`src/rtl/panel_pkg.sv`:
```
// panel_pkg: front-panel key codes and a shared lowest-set-bit priority helper
package panel_pkg;
    localparam int KEY_CODE_W = 3;
    localparam logic [KEY_CODE_W-1:0] KEY_START     = 3'd0;
    localparam logic [KEY_CODE_W-1:0] KEY_STOP      = 3'd1;
    localparam logic [KEY_CODE_W-1:0] KEY_CONT      = 3'd2;
    localparam logic [KEY_CODE_W-1:0] KEY_EXAM      = 3'd3;
    localparam logic [KEY_CODE_W-1:0] KEY_DEP       = 3'd4;
    localparam logic [KEY_CODE_W-1:0] KEY_LOAD_ADDR = 3'd5;
    localparam logic [KEY_CODE_W-1:0] KEY_STEP      = 3'd6;
    localparam logic [KEY_CODE_W-1:0] KEY_CLEAR     = 3'd7;

    function automatic logic [3:0] lowest_set(input logic [15:0] v);
        lowest_set = 4'd0;
        for (int i = 15; i >= 0; i--)
            if (v[i]) lowest_set = 4'(i);
    endfunction
endpackage

```
`src/rtl/key_sync.sv`:
```
// key_sync: two-flop synchroniser for asynchronous level inputs
module key_sync #(
    parameter int W = 8
) (
    input  logic         clk,
    input  logic         reset_n,
    input  logic [W-1:0] d,
    output logic [W-1:0] q
);
    logic [W-1:0] s1;
    always_ff @(posedge clk or negedge reset_n)
        if (!reset_n) {q, s1} <= '0;
        else          {q, s1} <= {s1, d};
endmodule

```
`src/rtl/panel_key_events.sv`:
```
// panel_key_events: debounced key levels to queued press events on a valid/ready handshake
// Optional auto-repeat of the lowest held key is built when KEYEV_REPEAT_EN is defined.
module panel_key_events
    import panel_pkg::*;
#(
    parameter int          NKEYS     = 8,
    parameter int          KW        = KEY_CODE_W,
    parameter logic [23:0] REP_DELAY = 24'd6000000,
    parameter logic [23:0] REP_RATE  = 24'd1500000
) (
    input  logic             clk,
    input  logic             reset_n,
    input  logic [NKEYS-1:0] key_in,
    output logic [NKEYS-1:0] key_state,
    output logic             ev_valid,
    output logic [KW-1:0]    ev_code,
    input  logic             ev_ready,
    output logic             overrun
);
    logic [NKEYS-1:0] prev, pending, pending_nx, press, ld_mask, rep_set;
    logic [1:0]       arm_cnt;
    logic             armed, load;
    logic [KW-1:0]    sel;

    if (KW != $clog2(NKEYS) || NKEYS < 2 || NKEYS > 16) begin : g_bad_keys
        $error("panel_key_events: NKEYS must be 2..16 and KW = clog2(NKEYS)");
    end
    if (REP_RATE == 24'd0 || REP_RATE > REP_DELAY) begin : g_bad_rep
        $error("panel_key_events: need 0 < REP_RATE <= REP_DELAY");
    end

    key_sync #(.W(NKEYS)) u_sync (.clk(clk), .reset_n(reset_n), .d(key_in), .q(key_state));

    always_comb begin
        sel        = KW'(lowest_set(16'(pending)));
        press      = armed ? key_state & ~prev : '0;
        load       = |pending && (!ev_valid || ev_ready);
        ld_mask    = load ? NKEYS'(1) << sel : '0;
        pending_nx = (pending & ~ld_mask) | press | rep_set;
    end

`ifdef KEYEV_REPEAT_EN
    logic [23:0]   rep_cnt;
    logic [KW-1:0] rep_key, rep_key_q;
    logic          rep_any_q, rep_restart, rep_fire;

    // rep_cnt counts cycles the same key has been the lowest held key; it reloads after each repeat
    always_comb begin
        rep_key     = KW'(lowest_set(16'(key_state)));
        rep_restart = !rep_any_q || rep_key != rep_key_q;
        rep_fire    = armed && |key_state && !rep_restart && rep_cnt == REP_DELAY;
        rep_set     = rep_fire ? NKEYS'(1) << rep_key : '0;
    end

    always_ff @(posedge clk or negedge reset_n)
        if (!reset_n) begin
            rep_cnt   <= '0;
            rep_key_q <= '0;
            rep_any_q <= 1'b0;
        end else begin
            rep_any_q <= |key_state;
            rep_key_q <= rep_key;
            rep_cnt   <= !(|key_state) ? 24'd0
                       : rep_restart    ? 24'd1
                       : rep_fire       ? REP_DELAY - REP_RATE + 24'd1
                       : rep_cnt + {23'd0, rep_cnt != '1};
        end
`else
    assign rep_set = '0;
`endif

    always_ff @(posedge clk or negedge reset_n)
        if (!reset_n) begin
            arm_cnt  <= '0;
            armed    <= 1'b0;
            prev     <= '0;
            pending  <= '0;
            ev_valid <= 1'b0;
            ev_code  <= '0;
            overrun  <= 1'b0;
        end else begin
            arm_cnt <= arm_cnt + {1'b0, arm_cnt != 2'd3};
            armed   <= armed | (arm_cnt == 2'd3);
            prev    <= key_state;
            pending <= pending_nx;
            overrun <= |(press & pending & ~ld_mask);
            if (load) begin
                ev_valid <= 1'b1;
                ev_code  <= sel;
            end else if (ev_ready) begin
                ev_valid <= 1'b0;
            end
        end
endmodule

```
`config.mk`:
```
export PLATFORM = sky130hd
export DESIGN_NAME = panel_key_events
export DESIGN_NICKNAME = d
export VERILOG_FILES = /design/src/rtl/panel_pkg.sv /design/src/rtl/key_sync.sv /design/src/rtl/panel_key_events.sv
export SDC_FILE = /design/constraint.sdc
export NUM_CORES = 1
export LEC_CHECK = 0
export CORE_MARGIN = 4
export CORE_UTILIZATION = 45
export DETAILED_ROUTE_END_ITERATION = 16
export PLACE_DENSITY = 0.72
export RECOVER_POWER = 50
export SLEW_MARGIN = 20
export SYNTH_ARGS = -nofsm -noshare
export SYNTH_HDL_FRONTEND = slang
export SYNTH_HIERARCHICAL = 1
export SYNTH_SLANG_ARGS = --single-unit
export TNS_END_PERCENT = 5
```
`constraint.sdc`:
```
create_clock -name clk -period 1.7 [get_ports clk]
set_input_delay 0.17 -clock clk [delete_from_list [all_inputs] [get_ports clk]]
set_output_delay 0.17 -clock clk [all_outputs]
set_load 0.05 [all_outputs]
```
==> impl_metrics.xml <==
<?xml version="1.0" encoding="UTF-8"?>
<metrics>
  <group name="run_status">
    <metric name="status" unit="">finished with violations</metric>
    <metric name="violations" unit="">setup timing</metric>
  </group>
  <group name="global_routing">
    <metric name="global_route.usage.met3" unit="%">4.97</metric>
    <metric name="grt_overflow" unit="">0</metric>
    <metric name="top_usage_layer_grt" unit="">met2</metric>
    <metric name="grt_max_degree" unit="">37</metric>
    <metric name="grt_first_pass_wirelength" unit="um">4250</metric>
    <metric name="antenna_violations_before_repair" unit="">0</metric>
    <metric name="globalRouteMet1Util" unit="%">15.9</metric>
    <metric name="grt_pass1_vias" unit="">987</metric>
    <metric name="globalRouteTotalUtil" unit="%">13.7</metric>
    <metric name="global_route.usage.met2" unit="%">23.5</metric>
  </group>
  <group name="critical_path">
    <metric name="reg2reg_from" unit="">pending[0]</metric>
    <metric name="cp_max_fo" unit="">3</metric>
    <metric name="rr_worst_depth" unit="">5</metric>
    <metric name="crit_arrival" unit="ns">1.92</metric>
    <metric name="regToRegEndpoint" unit="">overrun</metric>
    <metric name="setup.worst_path.start_class" unit="">flop</metric>
    <metric name="timing.reg2reg.setup_slack" unit="ns">-0.01</metric>
    <metric name="crit_required" unit="ns">1.91</metric>
    <metric name="worstSetupEndpointType" unit="">flop</metric>
    <metric name="critPathKind" unit="">flop to flop</metric>
  </group>
  <group name="yosys">
    <metric name="synth_top_cells_by_count" unit="">dfrtp_1, nand2_1, nor2_1</metric>
    <metric name="post_synthesis_net_count" unit="">115</metric>
    <metric name="synth-seq-area-share" unit="%">72.7</metric>
    <metric name="yosys.cell_types.count" unit="">29</metric>
    <metric name="simple_gate_share_of_the_synthesized_area" unit="%">15.0</metric>
    <metric name="synth_top_area_share" unit="%">72.7</metric>
    <metric name="synth_compound_gate_area_share" unit="%">10.0</metric>
    <metric name="synth.area.mux_share" unit="%">0</metric>
    <metric name="ys_seq_elements" unit="">40</metric>
    <metric name="cells_after_synthesis" unit="">104</metric>
    <metric name="synth_area_per_cell" unit="sq um">13.2</metric>
    <metric name="xor_and_xnor_fraction_of_the_mapped_netlist_area" unit="%">0</metric>
    <metric name="asyncSetResetFlopFracSynth" unit="%">100</metric>
    <metric name="synthesis_warnings" unit="">6</metric>
    <metric name="adder_cell_share_of_the_synthesized_area" unit="%">0</metric>
    <metric name="synthFlopType" unit="">dfrtp_1</metric>
    <metric name="synth_top_family_by_area" unit="">simple AND/OR/NAND/NOR gates</metric>
    <metric name="synth_area_leaders" unit="">dfrtp_1, nand3b_1, nand2_1</metric>
    <metric name="synth_top_area_cell" unit="">dfrtp_1</metric>
    <metric name="synth-edff-count" unit="">0</metric>
    <metric name="synth_most_common_cell" unit="">dfrtp_1</metric>
    <metric name="netlist_area" unit="sq um">1380</metric>
  </group>
  <group name="final_layout">
    <metric name="final_std_cell_area_no_fill" unit="sq um">1870</metric>
    <metric name="fillers" unit="">223</metric>
    <metric name="finish.net_count" unit="">159</metric>
    <metric name="post_layout_nonfiller_instances" unit="">179</metric>
    <metric name="postLayoutCoreUtil" unit="%">66.0</metric>
    <metric name="number_of_diodes" unit="">0</metric>
    <metric name="post_route_cells_drive_above_1_share" unit="%">26.4</metric>
    <metric name="synthToLayoutAreaGrowth" unit="%">35.6</metric>
  </group>
  <group name="placement">
    <metric name="postPlaceCellArea" unit="sq um">1700</metric>
    <metric name="dpl.hpwl" unit="um">1710</metric>
    <metric name="placement.setup.worst_slack" unit="ns">-0.157</metric>
    <metric name="dp.cells" unit="">167</metric>
    <metric name="placement.io_buffers" unit="">23</metric>
    <metric name="gp_congestion" unit="">0.747</metric>
  </group>
  <group name="floorplanning">
    <metric name="design.portCount" unit="">24</metric>
    <metric name="rows" unit="">19</metric>
    <metric name="core_area" unit="sq um">2830</metric>
    <metric name="start_util" unit="%">48.7</metric>
    <metric name="die_w" unit="um">63.3</metric>
    <metric name="floorplan.die_area" unit="sq um">4010</metric>
    <metric name="die_y" unit="um">63.3</metric>
  </group>
  <group name="detailed_routing">
    <metric name="drc" unit="">0</metric>
    <metric name="initialDrtViolationCount" unit="">24</metric>
    <metric name="postRouteWirelength" unit="um">2340</metric>
    <metric name="dr_total_vias" unit="">920</metric>
    <metric name="wl_per_cell" unit="um">13.1</metric>
    <metric name="final_antenna_net_count" unit="">0</metric>
    <metric name="via_per_inst" unit="">5.14</metric>
    <metric name="dr.pass1.iters" unit="">4</metric>
  </group>
  <group name="min_path">
    <metric name="holdPathStages" unit="">0</metric>
    <metric name="timing.hold.worst_endpoint" unit="">u_sync/q[7]</metric>
    <metric name="min-delay-path-class" unit="">flop to flop</metric>
    <metric name="holdCritStartpoint" unit="">u_sync/s1[7]</metric>
  </group>
  <group name="sta">
    <metric name="setup_total_negative_slack" unit="ns">-0.0102</metric>
    <metric name="slew_viol_final" unit="">0</metric>
    <metric name="setup_repair_after_global_routing_missed_its_margin" unit="">yes</metric>
    <metric name="finalWorstPathRequiredPeriod" unit="ns">1.71</metric>
    <metric name="period_share" unit="%">101</metric>
    <metric name="max_slew.worst_pin.slew" unit="ns">0.834</metric>
    <metric name="setup_ws" unit="ns">-0.0102</metric>
    <metric name="final_hold_viol_count" unit="">0</metric>
    <metric name="finalHoldWorstSlack" unit="ns">0.360</metric>
    <metric name="finalSetupViolCount" unit="">1</metric>
    <metric name="clock-skew-final" unit="ns">0.00406</metric>
    <metric name="slew_headroom" unit="%">44.4</metric>
    <metric name="fmax" unit="GHz">0.585</metric>
  </group>
  <group name="cts">
    <metric name="clock-sinks" unit="">40</metric>
    <metric name="numCtsBuffers" unit="">5</metric>
    <metric name="clk_transition_reported_paths" unit="ns">0.11</metric>
    <metric name="clock_path_buffers" unit="">2</metric>
    <metric name="cts_tree" unit="">yes</metric>
    <metric name="htree_levels" unit="">2</metric>
    <metric name="insertion_delay" unit="ns">0.33</metric>
    <metric name="clockRootBuffer" unit="">clkbuf_4</metric>
  </group>
  <group name="power">
    <metric name="clock_power_share" unit="%">35.1</metric>
    <metric name="combinationalPowerShare" unit="%">14.6</metric>
    <metric name="fraction_of_power_consumed_by_sequential_logic" unit="%">50.4</metric>
    <metric name="internal-power" unit="mW">1.58</metric>
    <metric name="power.density" unit="nW/um^2">1100</metric>
    <metric name="irDropWorstVdd" unit="mV">0.770</metric>
    <metric name="report.power.total" unit="mW">2.06</metric>
    <metric name="power.net_switching" unit="mW">0.477</metric>
    <metric name="total_leakage_power" unit="nW">0.870</metric>
    <metric name="sw_frac_of_total" unit="%">23.2</metric>
  </group>
  <group name="job">
    <metric name="max-cap-violations" unit="">0</metric>
  </group>
</metrics>
==> area by class of cell <==
class | instances | area, sq um | share of cell area, %
Sequential cell | 40 | 1000 | 53.8
Multi-Input combinational cell | 58 | 368 | 19.7
Timing Repair Buffer | 40 | 348 | 18.6
Clock inverter | 2 | 60.1 | 3.22
Tap cell | 31 | 38.8 | 2.08
Clock buffer | 5 | 37.5 | 2.01
Inverter | 3 | 11.3 | 0.603
==> flip-flops by register name (all words and copies together), names as in the netlist <==
| signal | flops |
|---|---|
| prev | 8 |
| overrun | 1 |
| armed | 1 |
| u_sync/s1 | 8 |
| ev_valid | 1 |
| u_sync/q | 8 |
| arm_cnt | 2 |
| ev_code | 3 |
| pending | 8 |
==> routing by layer <==
layer	vias up	wire length (um)
met5	-	0
met4	0	24
met3	4	127
met2	22	1200
met1	450	982
li1	444	-
==> logic make-up after synthesis <==
logic type,after synthesis
flip-flops,40
AO/OA/AOI/OAI,21
buffers and inverters,6
AND/OR/NAND/NOR,37
==> cell usage in the layout (no fill, tap or decap), types with 3 or more instances in the layout <==
| master | synthesis | final |
|---|---|---|
| nor2_1 | 8 | 8 |
| dfrtp_1 | 40 | 38 |
| a21o_1 | 3 | 3 |
| a21oi_1 | 4 | 4 |
| o21ai_1 | 4 | 3 |
| nand3b_1 | 7 | 7 |
| buf_4 | 0 | 24 |
| clkbuf_4 | 0 | 5 |
| dlymetal6s2s_1 | 0 | 5 |
| inv_1 | 3 | 3 |
| nand2_1 | 12 | 12 |
| dlygate4sd3_1 | 0 | 9 |
==> worst max-delay path, stage by stage (launching register included) <==
cell and delay (ns):
dfrtp_2 0.44, nor4_4 0.31, nand3_1 0.17, nand2_1 0.13, nor2_1 0.04, or4_1 0.50
==> power groups by stage <==
stage	Clock (mW)	Sequential [mW]	Combinational, mW
after detailed placement	0	1.06	0.284
after floorplan	0	1.13	0.0808
after global placement	0	1.06	0.278
final	0.722	1.04	0.300
after global routing	0.793	1.05	0.325
after CTS	0.750	1.04	0.307
==> what timing repair did <==
item,CTS,global route
endpoints found under the hold margin,35,0
gates resized for setup,3,6
pin swaps,5,0
endpoints found under the setup margin,1,7
setup buffers,4,0
hold buffers,1,0
==> worst max-delay path by stage <==
stage,from,endpoint,slack (ns),depth (start not counted)
floorplan,ev_valid,overrun,0.02,4
global placement,ev_ready,overrun,-0.1,6
detailed placement,ev_ready,overrun,-0.16,6
CTS,pending[0],overrun,-0.003,5
global route,pending[0],overrun,-0.12,5
finish,pending[0],overrun,-0.01,5
No activity file was read; power rests on OpenSTA's default activity.
